[src/rtl/ahb_slave_arbiter_if.sv]
// ---------------------------------------------------------------------------
// ahb_slave_arbiter_if
// Bundles the signals between several AHB masters and the slave-port arbiter.
//   hreq        [CHANNEL_NUM]  per-master bus request
//   hlock       [CHANNEL_NUM]  per-master locked-transfer flag
//   hready                     slave transfer-complete (ends the data phase)
//   sel         [CHANNEL_NUM]  one-hot address-phase select, zero when idle
//   data_sel    [CHANNEL_NUM]  one-hot data-phase select (sel, one transfer late)
//   grant_valid                sel is non-zero
//   master_id   [log2(N)]      binary index of the bit set in sel, zero when idle
// Modports: master = request side (drives hreq/hlock/hready),
//           slave  = arbiter side (drives the select outputs).
// ---------------------------------------------------------------------------
interface ahb_slave_arbiter_if #(
  parameter int CHANNEL_NUM = 4
);
  localparam int IDW = (CHANNEL_NUM > 1) ? $clog2(CHANNEL_NUM) : 1;

  logic [CHANNEL_NUM-1:0] hreq;
  logic [CHANNEL_NUM-1:0] hlock;
  logic                   hready;
  logic [CHANNEL_NUM-1:0] sel;
  logic [CHANNEL_NUM-1:0] data_sel;
  logic                   grant_valid;
  logic [IDW-1:0]         master_id;

  modport master (
    output hreq, hlock, hready,
    input  sel, data_sel, grant_valid, master_id
  );

  modport slave (
    input  hreq, hlock, hready,
    output sel, data_sel, grant_valid, master_id
  );
endinterface

[src/rtl/ahb_slave_arbiter.sv]
// ---------------------------------------------------------------------------
// ahb_slave_arbiter
// Round-robin arbiter granting one AHB slave port to one of CHANNEL_NUM
// masters. An unlocked owner keeps the grant for at most MAX_HOLD completed
// transfers while others wait; a locked owner keeps it indefinitely.
// Ports:
//   HCLK     sole clock, rising edge
//   HRESETn  synchronous, active-low reset
//   bus      ahb_slave_arbiter_if.slave (hreq/hlock/hready in,
//            sel/data_sel/grant_valid/master_id out, all registered)
// Parameters:
//   CHANNEL_NUM  number of masters (2..16)
//   MAX_HOLD     transfer quota for an unlocked owner (1..255)
// ---------------------------------------------------------------------------
module ahb_slave_arbiter #(
  parameter int CHANNEL_NUM = 4,
  parameter int MAX_HOLD    = 4
) (
  input  logic                HCLK,
  input  logic                HRESETn,
  ahb_slave_arbiter_if.slave  bus
);
  localparam int             IDW      = (CHANNEL_NUM > 1) ? $clog2(CHANNEL_NUM) : 1;
  localparam logic [7:0]     HOLD_MAX = 8'(MAX_HOLD - 1);
  localparam logic [IDW-1:0] LAST_IDX = IDW'(CHANNEL_NUM - 1);

  typedef enum logic {IDLE, OWNED} state_t;

  state_t                 state_q;
  logic [IDW-1:0]         rr_ptr_q;      // last owner; equals current owner while OWNED
  logic [7:0]             hold_q;
  logic [CHANNEL_NUM-1:0] sel_q;
  logic [CHANNEL_NUM-1:0] data_sel_q;
  logic                   grant_valid_q;
  logic [IDW-1:0]         master_id_q;

  logic                   arb_point;
  logic                   found_d;
  logic [IDW-1:0]         owner_d;
  logic [CHANNEL_NUM-1:0] sel_d;

  // Arbitration happens when idle, when the owner stops requesting, or when an
  // unlocked owner has used up its quota. Lock only beats the quota; an owner
  // that drops its request gives the bus up even if hlock is still high.
  always_comb begin
    arb_point = (state_q == IDLE)
             || !bus.hreq[rr_ptr_q]
             || (!bus.hlock[rr_ptr_q] && (hold_q == HOLD_MAX));
  end

  // Search rr_ptr+1, rr_ptr+2, ... wrapping; the last candidate examined is
  // rr_ptr itself, so the current owner only wins when nobody else asks.
  always_comb begin
    int             pos;
    logic [IDW-1:0] idx;
    found_d = 1'b0;
    owner_d = rr_ptr_q;
    for (int k = 1; k <= CHANNEL_NUM; k++) begin
      pos = (int'(rr_ptr_q) + k) % CHANNEL_NUM;
      idx = IDW'(pos);
      if (!found_d && bus.hreq[idx]) begin
        found_d = 1'b1;
        owner_d = idx;
      end
    end
  end

  for (genvar gi = 0; gi < CHANNEL_NUM; gi++) begin : g_onehot
    assign sel_d[gi] = (owner_d == IDW'(gi));
  end

  always_ff @(posedge HCLK) begin
    if (!HRESETn) begin
      state_q       <= IDLE;
      rr_ptr_q      <= LAST_IDX;
      hold_q        <= 8'd0;
      sel_q         <= '0;
      data_sel_q    <= '0;
      grant_valid_q <= 1'b0;
      master_id_q   <= '0;
    end else if (bus.hready) begin
      // Data phase follows the address phase by exactly one accepted transfer.
      data_sel_q <= sel_q;
      if (arb_point) begin
        hold_q <= 8'd0;
        if (found_d) begin
          state_q       <= OWNED;
          rr_ptr_q      <= owner_d;
          sel_q         <= sel_d;
          grant_valid_q <= 1'b1;
          master_id_q   <= owner_d;
        end else begin
          state_q       <= IDLE;
          sel_q         <= '0;
          grant_valid_q <= 1'b0;
          master_id_q   <= '0;
        end
      end else if (hold_q != HOLD_MAX) begin
        hold_q <= hold_q + 8'd1;
      end
    end
  end

  assign bus.sel         = sel_q;
  assign bus.data_sel    = data_sel_q;
  assign bus.grant_valid = grant_valid_q;
  assign bus.master_id   = master_id_q;
endmodule
[src/flat_wrapper.sv]
// flat-port wrapper written by rule: the top's interface ports become plain ports
module ahb_slave_arbiter_flat 
#(
  parameter int CHANNEL_NUM = 4,
  parameter int MAX_HOLD    = 4
)
  (HCLK, HRESETn, bus_hreq, bus_hlock, bus_hready, bus_sel, bus_data_sel, bus_grant_valid, bus_master_id);
  ahb_slave_arbiter_if #(.CHANNEL_NUM(CHANNEL_NUM)) bus_i ();
  input  logic HCLK;
  input  logic HRESETn;
  input wire logic [$bits(bus_i.hreq)-1:0] bus_hreq;
  input wire logic [$bits(bus_i.hlock)-1:0] bus_hlock;
  input wire logic [$bits(bus_i.hready)-1:0] bus_hready;
  output wire logic [$bits(bus_i.sel)-1:0] bus_sel;
  output wire logic [$bits(bus_i.data_sel)-1:0] bus_data_sel;
  output wire logic [$bits(bus_i.grant_valid)-1:0] bus_grant_valid;
  output wire logic [$bits(bus_i.master_id)-1:0] bus_master_id;
  assign bus_i.hreq = bus_hreq;
  assign bus_i.hlock = bus_hlock;
  assign bus_i.hready = bus_hready;
  assign bus_sel = bus_i.sel;
  assign bus_data_sel = bus_i.data_sel;
  assign bus_grant_valid = bus_i.grant_valid;
  assign bus_master_id = bus_i.master_id;
  ahb_slave_arbiter #(.CHANNEL_NUM(CHANNEL_NUM), .MAX_HOLD(MAX_HOLD)) u_core (.HCLK(HCLK), .HRESETn(HRESETn), .bus(bus_i));
endmodule
[config.mk]
export PLATFORM = sky130hd
export DESIGN_NAME = ahb_slave_arbiter_flat
export DESIGN_NICKNAME = d
export VERILOG_FILES = /design/src/rtl/ahb_slave_arbiter_if.sv /design/src/rtl/ahb_slave_arbiter.sv /design/src/flat_wrapper.sv
export SDC_FILE = /design/constraint.sdc
export NUM_CORES = 1
export LEC_CHECK = 0
export CAP_MARGIN = 20
export CORE_MARGIN = 1
export CORE_UTILIZATION = 25
export DETAILED_ROUTE_END_ITERATION = 16
export SYNTH_ARGS = -nofsm -noshare
export SYNTH_HDL_FRONTEND = slang
export SYNTH_SLANG_ARGS = --single-unit
export TNS_END_PERCENT = 20
[constraint.sdc]
create_clock -name HCLK -period 2.9 [get_ports HCLK]
set_clock_uncertainty 0.2 [all_clocks]
set_input_delay 0.58 -clock HCLK [delete_from_list [all_inputs] [get_ports HCLK]]
set_output_delay 0.58 -clock HCLK [all_outputs]
set_load 0.005 [all_outputs]
Yosys cells after proc, flatten, opt, wreduce, memory -nomap -nowiden

Index checks and enable logic that the tools add are counted.

$add $sub $neg: 5
$mul: 0
Div/mod/pow operators: 0
Magnitude comparators: 5
Equal/unequal tests: 5
Shift-type cells: 0
Mux-type cells: 25
Bitwise operators: 1
Reduce and logical (&&, ||, !) cells: 16

Operator list:

| cell                                                                    | count |
|---|---|
| 8-bit 2-to-1 mux                                                        | 2 |
| 2-bit by 3-bit < comparator with 1-bit output, second input constant    | 5 |
| 1-bit binary-select mux with 2-bit select                               | 6 |
| 1-bit 2-to-1 mux                                                        | 11 |
| 2-bit 2-to-1 mux                                                        | 5 |
| 8-bit by 1-bit adder with 8-bit output, second input constant           | 1 |
| 8-bit by 2-bit equality test with 1-bit output, second input constant   | 1 |
| 8-bit by 2-bit inequality test with 1-bit output, second input constant | 1 |
| 1-bit logical NOT                                                       | 5 |
| 2-bit by 1-bit adder with 2-bit output, second input constant           | 2 |
| 2-bit adder, second input constant                                      | 2 |
| 2-bit equality test, second input constant                              | 2 |
| 1-bit logical AND                                                       | 4 |
| 4-bit 2-to-1 mux                                                        | 1 |
| 2-bit AND reduction                                                     | 2 |
| 3-bit AND reduction                                                     | 1 |
| 2-bit by 1-bit equality test with 1-bit output, second input constant   | 1 |
| 2-bit logical NOT                                                       | 1 |
| 1-bit logical OR                                                        | 2 |
| 2-bit nonzero test                                                      | 1 |
| 1-bit NOT                                                               | 1 |

Flip-flop bits (word level): 21
Bits in latches: 0
Bits in writable memories: 0
ROM bits: 0
Output and inout port bits: 11
Word-level logic and storage cells: 63
Memories kept: 0

Depth between registers and ports, before layout

Gate-level depths: netlist of the first run.

Word-level depth: 15
Gate-level depth with buffers: 6
Depth with buffers taken out: 6

Least setup slack after synthesis of the first run

OpenSTA, ideal clock, no wires.

Path kind: in2reg
From: input bus_hlock[3]
To: register u_core.rr_ptr_q[0]
Library setup time: 0.127 ns
Data arrival time: 1.922 ns
Setup slack: 0.651 ns
Stages on the path: 5
Path buffers: 0
Cell sequence: mux4_2 o311ai_4 and3_2 mux2i_1 nand2_1

Cells in the longest elaborated chain, start to end: 6

Ends and longest elaborated chain:

| item                                      | RTL line                | RTL |
|---|---|---|
| from (decl)                               | flat_wrapper.sv:12      | `input wire logic [$bits(bus_i.hlock)-1:0] bus_hlock;` |
| 1-bit binary-select mux with 2-bit select | ahb_slave_arbiter.sv:48 | `\|\| (!bus.hlock[rr_ptr_q] && (hold_q == HOLD_MAX));` |
| 1-bit 2-to-1 mux (implied by the code)    | ahb_slave_arbiter.sv:48 |  |
| 1-bit logical NOT                         | ahb_slave_arbiter.sv:48 |  |
| 1-bit logical AND                         | ahb_slave_arbiter.sv:48 |  |
| 1-bit logical OR                          | ahb_slave_arbiter.sv:48 |  |
| 3-bit AND reduction (no line)             | -                       |  |
| to (signal assigned)                      | ahb_slave_arbiter.sv:88 | `rr_ptr_q <= owner_d;` |
| to (decl)                                 | ahb_slave_arbiter.sv:30 | `logic [IDW-1:0] rr_ptr_q;` |

No other way between the ends. The select of a mux whose other input is x is not followed.
A chain may end at the register's enable or synchronous reset.

Worst setup path after layout of the first run

Same ends and word-level chain as after synthesis.

==> metrics.csv, run 1 <==
stage;metric;value;unit
cells_and_area;most-common-layout-cells;clkdlybuf4s50_1 (21), dfxtp_1 (21), nand2_1 (11);
sta;slew_headroom;73.3;%
cts;root_buffer;clkbuf_8;
cts;cts_tree;yes;
worst_setup_path;critPathBufInv;1;
sta;hold_violations;0;
worst_setup_path;cp.required;2.84;ns
global_route;grt_pass1_wl;3.84;mm
cts;clk_path_buf_depth;2;
global_route;antenna_found_initial;0;
cts;htreeDepth;1;
sta;fin_crit_sh;84.9;%
worst_setup_path;worstSetupEndpointType;flip-flop;
cts;cts_inserted_buffers;3;
worst_setup_path;crit_fanout;4;
worst_setup_path;cp_cell_sequence;clkdlybuf4s50_1 > mux4_2 > o311ai_4 > and3_2 > mux2i_1 > nand2_1;
cts;clock-sinks;21;
global_route;grtUsageTotal;11.3;%
power_and_ir_drop;p_leak;0.000503;uW
worst_setup_path;cpPeakStageDelay;0.52;ns
detailed_routing;firstDrtPassIters;4;
hold_path;hp-class;flip-flop to flip-flop;
worst_setup_path;path_class;primary input to flip-flop;
global_route;grt_pass1_vias;823;
cells_and_area;final_nets;144;
cells_and_area;syn_to_final_growth;29.4;%
cts;cts_resized;0;
detailed_routing;wl_per_cell;12.5;um
floorplanning;io_pins;22;
placement;io_buffer_count;21;
synth;avgSynthCellArea;9.53;sq um
sta;finalSetupViolCount;0;
sta;rsz0062_at_grt;false;
placement;place_congestion;0.740;
synth;ys_types;39;
synth;synth_xor_area_share;5.06;%
cts;cts_hold_buf;0;
worst_setup_path;start_kind;primary input;
hold_path;min_path_cells;2;
cells_and_area;num_antenna_cells;0;
synth;synth_seq_cells;21;
cells_and_area;stdcell_area;1340;sq um
synth;synthSimpleGateAreaFrac;25.9;%
floorplanning;dieWidth;66.5;um
placement;dpl.hpwl;1.75;mm
sta;maxSlewViolCount;0;
global_route;grt_max_degree;13;
detailed_routing;drt_iter0_drc;49;
global_route;grt_remaining_overflow;0;
floorplanning;rows;23;
cells_and_area;fillers;411;
worst_setup_path;cp_top_family;multiplexers;
cts;cts_setup_buffers;0;
power_and_ir_drop;powerDensity;459;nW/um^2
sta;worstMarginPinSlew;0.400;ns
floorplanning;core_area;4000;sq um
floorplanning;initial_utilization;26.0;%
sta;fin_setup_tns;0;ns
worst_setup_path;rr_worst_depth;6;
synth;syn-num-nets;121;
worst_setup_path;cp_num_cells;6;
detailed_routing;vias;863;
run;drv_cap;0;
detailed_routing;route.detailed.drc;0;
worst_setup_path;worst_ep_arrival_time;2.40;ns
synth;synthArstFlopShare;0;%
synth;synth_fa_ha_area_share;1.20;%
outcome;outcome;complete, no violations;
synth;synth_seq_area_share;40.5;%
detailed_routing;ant_nets;0;
cts;clk_pin_slew;0.08;ns
synth;synthCells;109;
synth;syn_area;1040;sq um
floorplanning;die_h;66.5;um
synth;synth_compound_area_share;12.2;%
synth;synth_mux_area_share;11.4;%
cells_and_area;drive_above_1_share;8.40;%
sta;period_needed;2.46;ns
sta;clock.fmax;0.406;GHz
detailed_routing;viasPerCell;4.77;
detailed_routing;wl;2.26;mm
synth;synth_edf_count;0;
placement;dpl_cell_area;1300;sq um
power_and_ir_drop;vdd_drop_max;0.191;mV
floorplanning;die_area;4420;sq um
synth;ys.flop_type;dfxtp_1;
cts;clk_latency;0.25;ns
worst_setup_path;cp_slowest_cell;mux4_2;
synth;yosys_warnings;0;
synth;synth_top_family_by_area;simple AND/OR/NAND/NOR gates;
kinds of logic after synthesis:
group	Yosys count
AO/OA/AOI/OAI	16
XOR/XNOR	6
adder cells (fa/ha/maj)	1
buffers and inverters	8
flip-flops	21
multiplexers	9
AND/OR/NAND/NOR	48
worst register-to-register path: stages, from the launching register on:
cell      delay, ns
dfxtp_1        0.40
ha_1           0.23
or4b_4         0.51
or2_2          0.33
o311ai_0       0.35
xor2_1         0.18
nor2_1         0.05
routing by layer:
layer	track usage [%]	up-vias	wire length (um)
li1	-	434	-
met3	2.74	2	94
met4	1.60	0	8
met1	13.7	410	1010
met2	20.3	17	1150
met5	0	-	0
power breakdown:
part / switching, uW / total [uW] / internal (uW)
combinational: 52.2 / 113 / 60.3
clock: 89.9 / 188 / 97.6
sequential: 14.7 / 316 / 301
total: 157 / 616 / 459
synth_stat cells (2+ instances only):
| cell type | instances | area (sq um) |
|---|---|---|
| o41ai_1 | 2 | 17.5 |
| inv_1 | 3 | 11.3 |
| o21ai_1 | 2 | 10.0 |
| xor2_1 | 5 | 43.8 |
| nand3_1 | 5 | 25.0 |
| nand2_1 | 11 | 41.3 |
| and4_1 | 2 | 17.5 |
| clkbuf_1 | 3 | 11.3 |
| or3_1 | 2 | 12.5 |
| nand4_1 | 3 | 18.8 |
| nor2b_1 | 7 | 43.8 |
| mux2i_1 | 7 | 70.1 |
| nor2_1 | 7 | 26.3 |
| dfxtp_1 | 21 | 420 |
| a21oi_1 | 4 | 20.0 |
| nor3_1 | 2 | 10.0 |
registers in the layout, indices dropped and copies added, names as in the netlist:
register,count
u_core.bus.master_id,2
u_core.bus.data_sel,4
u_core.bus.grant_valid,1
u_core.hold_q,8
u_core.bus.sel,4
u_core.rr_ptr_q,2
worst paths after layout:
kind | to | slack, ns | startpoint
max | u_core.rr_ptr_q[0] | 0.44 | bus_hlock[3]
max reg2reg | u_core.hold_q[2] | 0.53 | u_core.hold_q[0]
min reg2reg | u_core.bus.master_id[0] | 0.26 | u_core.bus.master_id[0]
min | u_core.bus.master_id[0] | 0.26 | u_core.bus.master_id[0]
stage by stage:
step | power [uW] | hold WS (ns) | util, % | instances | setup slack, ns
global route | 643 | 0.298 | 33.6 | 181 | 0.339
CTS | 625 | 0.267 | 33.6 | 181 | 0.423
global placement | 432 | 0.245 | 32.5 | 177 | 0.196
detailed placement | 437 | 0.257 | 32.5 | 177 | 0.150
floorplan | 388 | 0.251 | - | 109 | 0.651
finish | 616 | 0.264 | 33.6 | 181 | 0.437
layout make-up:
cell class / instances / area [sq um] / area share, %
multi-input cells: 80 / 579 / 43.1
flip-flops and latches: 21 / 420 / 31.3
repair buffers: 23 / 225 / 16.8
well taps: 50 / 62.6 / 4.66
clock buffers: 4 / 45.0 / 3.35
inverters: 3 / 11.3 / 0.838
Note: power is estimated with default switching activity, not from simulation.
==> inputs of run 2 (changes only) <==
==> constraint.sdc (replaced) <==
create_clock -name HCLK -period 2.3 [get_ports HCLK]
set_clock_uncertainty 0.2 [all_clocks]
set_input_delay 0.46 -clock HCLK [delete_from_list [all_inputs] [get_ports HCLK]]
set_output_delay 0.46 -clock HCLK [all_outputs]
set_load 0.005 [all_outputs]
==> metrics.csv, run 2 (synthesis gave the netlist of run 1 again) <==
stage;metric;value;unit;change
worst_setup_path;worstSetupEndpointType;flip-flop;;
cells_and_area;regMostFlops;u_core.hold_q;;
sta;fin_crit_sh;98.0;%;
floorplanning;core_area;4000;sq um;unchanged
sta;maxSlewViolCount;0;;unchanged
worst_setup_path;start_kind;primary input;;
worst_setup_path;cp_top_family;multiplexers;;
worst_setup_path;path_class;primary input to flip-flop;;
sta;worstMarginPinSlew;0.338;ns;-0.0616 ns
power_and_ir_drop;p_sw;206;uW;+31%
worst_setup_path;rr_worst_depth;6;;unchanged
detailed_routing;wl_per_cell;12.0;um;-3.9%
power_and_ir_drop;p_leak;0.000578;uW;+15%
cts;root_buffer;clkbuf_8;;
cts;clk_pin_slew;0.07;ns;about the same
sta;period_needed;2.25;ns;
power_and_ir_drop;switching_share;25.5;%;+0.089 points
sta;clock.fmax;0.444;GHz;
hold_path;min_path_cells;2;;unchanged
power_and_ir_drop;seqPwrFrac;49.1;%;-2.2 points
floorplanning;dieWidth;66.5;um;unchanged
cts;clock-sinks;21;;unchanged
worst_setup_path;worst_ep_arrival_time;2.21;ns;-0.19 ns
detailed_routing;firstDrtPassIters;4;;unchanged
global_route;grt_pass1_vias;911;;+11%
cts;clk_path_buf_depth;2;;unchanged
cts;cts_tree;yes;;
power_and_ir_drop;p_comb_share;21.2;%;+2.9 points
run;drv_cap;0;;unchanged
cells_and_area;num_antenna_cells;0;;unchanged
outcome;outcome;complete, no violations;;
sta;rsz0062_at_grt;true;;
worst_setup_path;cp.required;2.25;ns;-0.59 ns
global_route;grt_pass1_wl;4.00;mm;+4.0%
floorplanning;rows;23;;unchanged
cells_and_area;most-common-layout-cells;clkdlybuf4s50_1 (21), dfxtp_1 (21), buf_4 (16);;
power_and_ir_drop;vdd_drop_max;0.329;mV;+72%
floorplanning;io_pins;22;;unchanged
cts;clk_latency;0.26;ns;about the same
cts;htreeDepth;1;;unchanged
power_and_ir_drop;power;807;uW;+31%
detailed_routing;route.detailed.drc;0;;unchanged
detailed_routing;wl;2.35;mm;+3.6%
power_and_ir_drop;intPower;601;uW;+31%
cells_and_area;largest_reg_flops;8;;unchanged
sta;finalSetupViolCount;0;;unchanged
floorplanning;initial_utilization;26.0;%;unchanged
detailed_routing;drt_iter0_drc;26;;-47%
worst_setup_path;critPathBufInv;1;;unchanged
placement;dpl.hpwl;1.80;mm;+2.8%
global_route;grtUsageTotal;11.9;%;+0.58 points
placement;io_buffer_count;21;;unchanged
worst_setup_path;cpPeakStageDelay;0.51;ns;about the same
global_route;grt_max_degree;13;;unchanged
detailed_routing;viasPerCell;4.74;;-0.62%
cells_and_area;syn_to_final_growth;40.6;%;
sta;hold_violations;0;;unchanged
power_and_ir_drop;clkPwrFrac;29.6;%;-0.8 points
worst_setup_path;cp_slowest_cell;mux4_2;;
hold_path;hp-class;flip-flop to flip-flop;;
cts;cts_setup_buffers;0;;unchanged
cts;cts_inserted_buffers;3;;unchanged
cells_and_area;drive_above_1_share;17.9;%;+9.5 points
cells_and_area;fin_util;36.5;%;+2.9 points
detailed_routing;ant_nets;0;;unchanged
power_and_ir_drop;powerDensity;553;nW/um^2;+20%
placement;place_congestion;0.705;;-4.7%
cells_and_area;fillers;403;;-1.9%
worst_setup_path;cp_cell_sequence;clkdlybuf4s50_1 > mux4_2 > o311ai_4 > and3_4 > mux2i_1 > nand2_1;;
cells_and_area;final_nets;158;;+9.7%
floorplanning;die_h;66.5;um;unchanged
worst_setup_path;crit_fanout;4;;unchanged
worst_setup_path;cp_num_cells;6;;unchanged
global_route;grt_remaining_overflow;0;;unchanged
detailed_routing;vias;924;;+7.1%
floorplanning;die_area;4420;sq um;unchanged
sta;slew_headroom;77.3;%;+4.0 points
global_route;antenna_found_initial;0;;unchanged
-- run 2: cell count changes in the layout (fill, tap and decap cells not counted) --
cell	before	now
and3_2	1	0
and3_4	0	1
buf_4	2	16
o311ai_0	1	0
o311ai_1	0	1
o41ai_1	2	1
o41ai_2	0	1
-- run 2: power groups by stage --
stage	Sequential [uW]	Combinational, uW	Clock, uW
2_1_floorplan	399	89.3	0
3_3_place_gp	404	164	0
3_5_place_dp	404	168	0
4_1_cts	396	170	246
5_1_grt	399	188	258
6_report	396	171	239
-- run 2: path summary, 6_finish.rpt --
| path | from | to | slack (ns) |
|---|---|---|---|
| min reg2reg | u_core.bus.master_id[1] | u_core.bus.master_id[1] | 0.27 |
| min | u_core.bus.master_id[1] | u_core.bus.master_id[1] | 0.27 |
| max | bus_hlock[3] | u_core.rr_ptr_q[0] | 0.05 |
| max reg2reg | u_core.hold_q[1] | u_core.rr_ptr_q[0] | 0.12 |
-- run 2: worst register-to-register path, delay by kind of cell (launching register included) --
family          cells  cell delay (ns)
compound gates      1             0.37
fa+ha+maj           1             0.17
flops               1             0.34
mux                 1             0.18
simple gates        3             0.82
-- run 2: layer usage --
layer	up-vias	track usage (%)	share of wire, %
li1	463	-	-
met2	28	21.6	49
met3	5	2.05	3.9
met1	428	13.5	45
met5	-	0	0
met4	0	4.79	1.8
-- run 2: cell type report --
| type | count | area (sq um) | area share [%] |
|---|---|---|---|
| clock buffer | 4 | 45.0 | 3.08 |
| sequential | 21 | 420 | 28.8 |
| multi-input combinational | 80 | 591 | 40.4 |
| tap | 50 | 62.6 | 4.28 |
| timing repair buffer | 37 | 330 | 22.6 |
| inverter | 3 | 11.3 | 0.771 |
-- run 2: metrics by stage --
stage	cells	setup WS, ns	area [sq um]	setup TNS [ns]	hold slack [ns]
2_1_floorplan	109	0.0916	1040	0	0.251
3_3_place_gp	191	-0.274	1400	-2.94	0.247
3_5_place_dp	191	-0.316	1400	-3.60	0.260
4_1_cts	195	0.0350	1450	0	0.271
5_1_grt	195	-0.0304	1460	-0.0798	0.306
6_report	195	0.0470	1460	0	0.267
-- run 2: repair_timing --
item / 4_1_cts / 5_1_grt
hold buffers: 0 / 0
gates resized for setup: 1 / 2
setup endpoints to repair: 6 / 7
pin swaps: 1 / 1
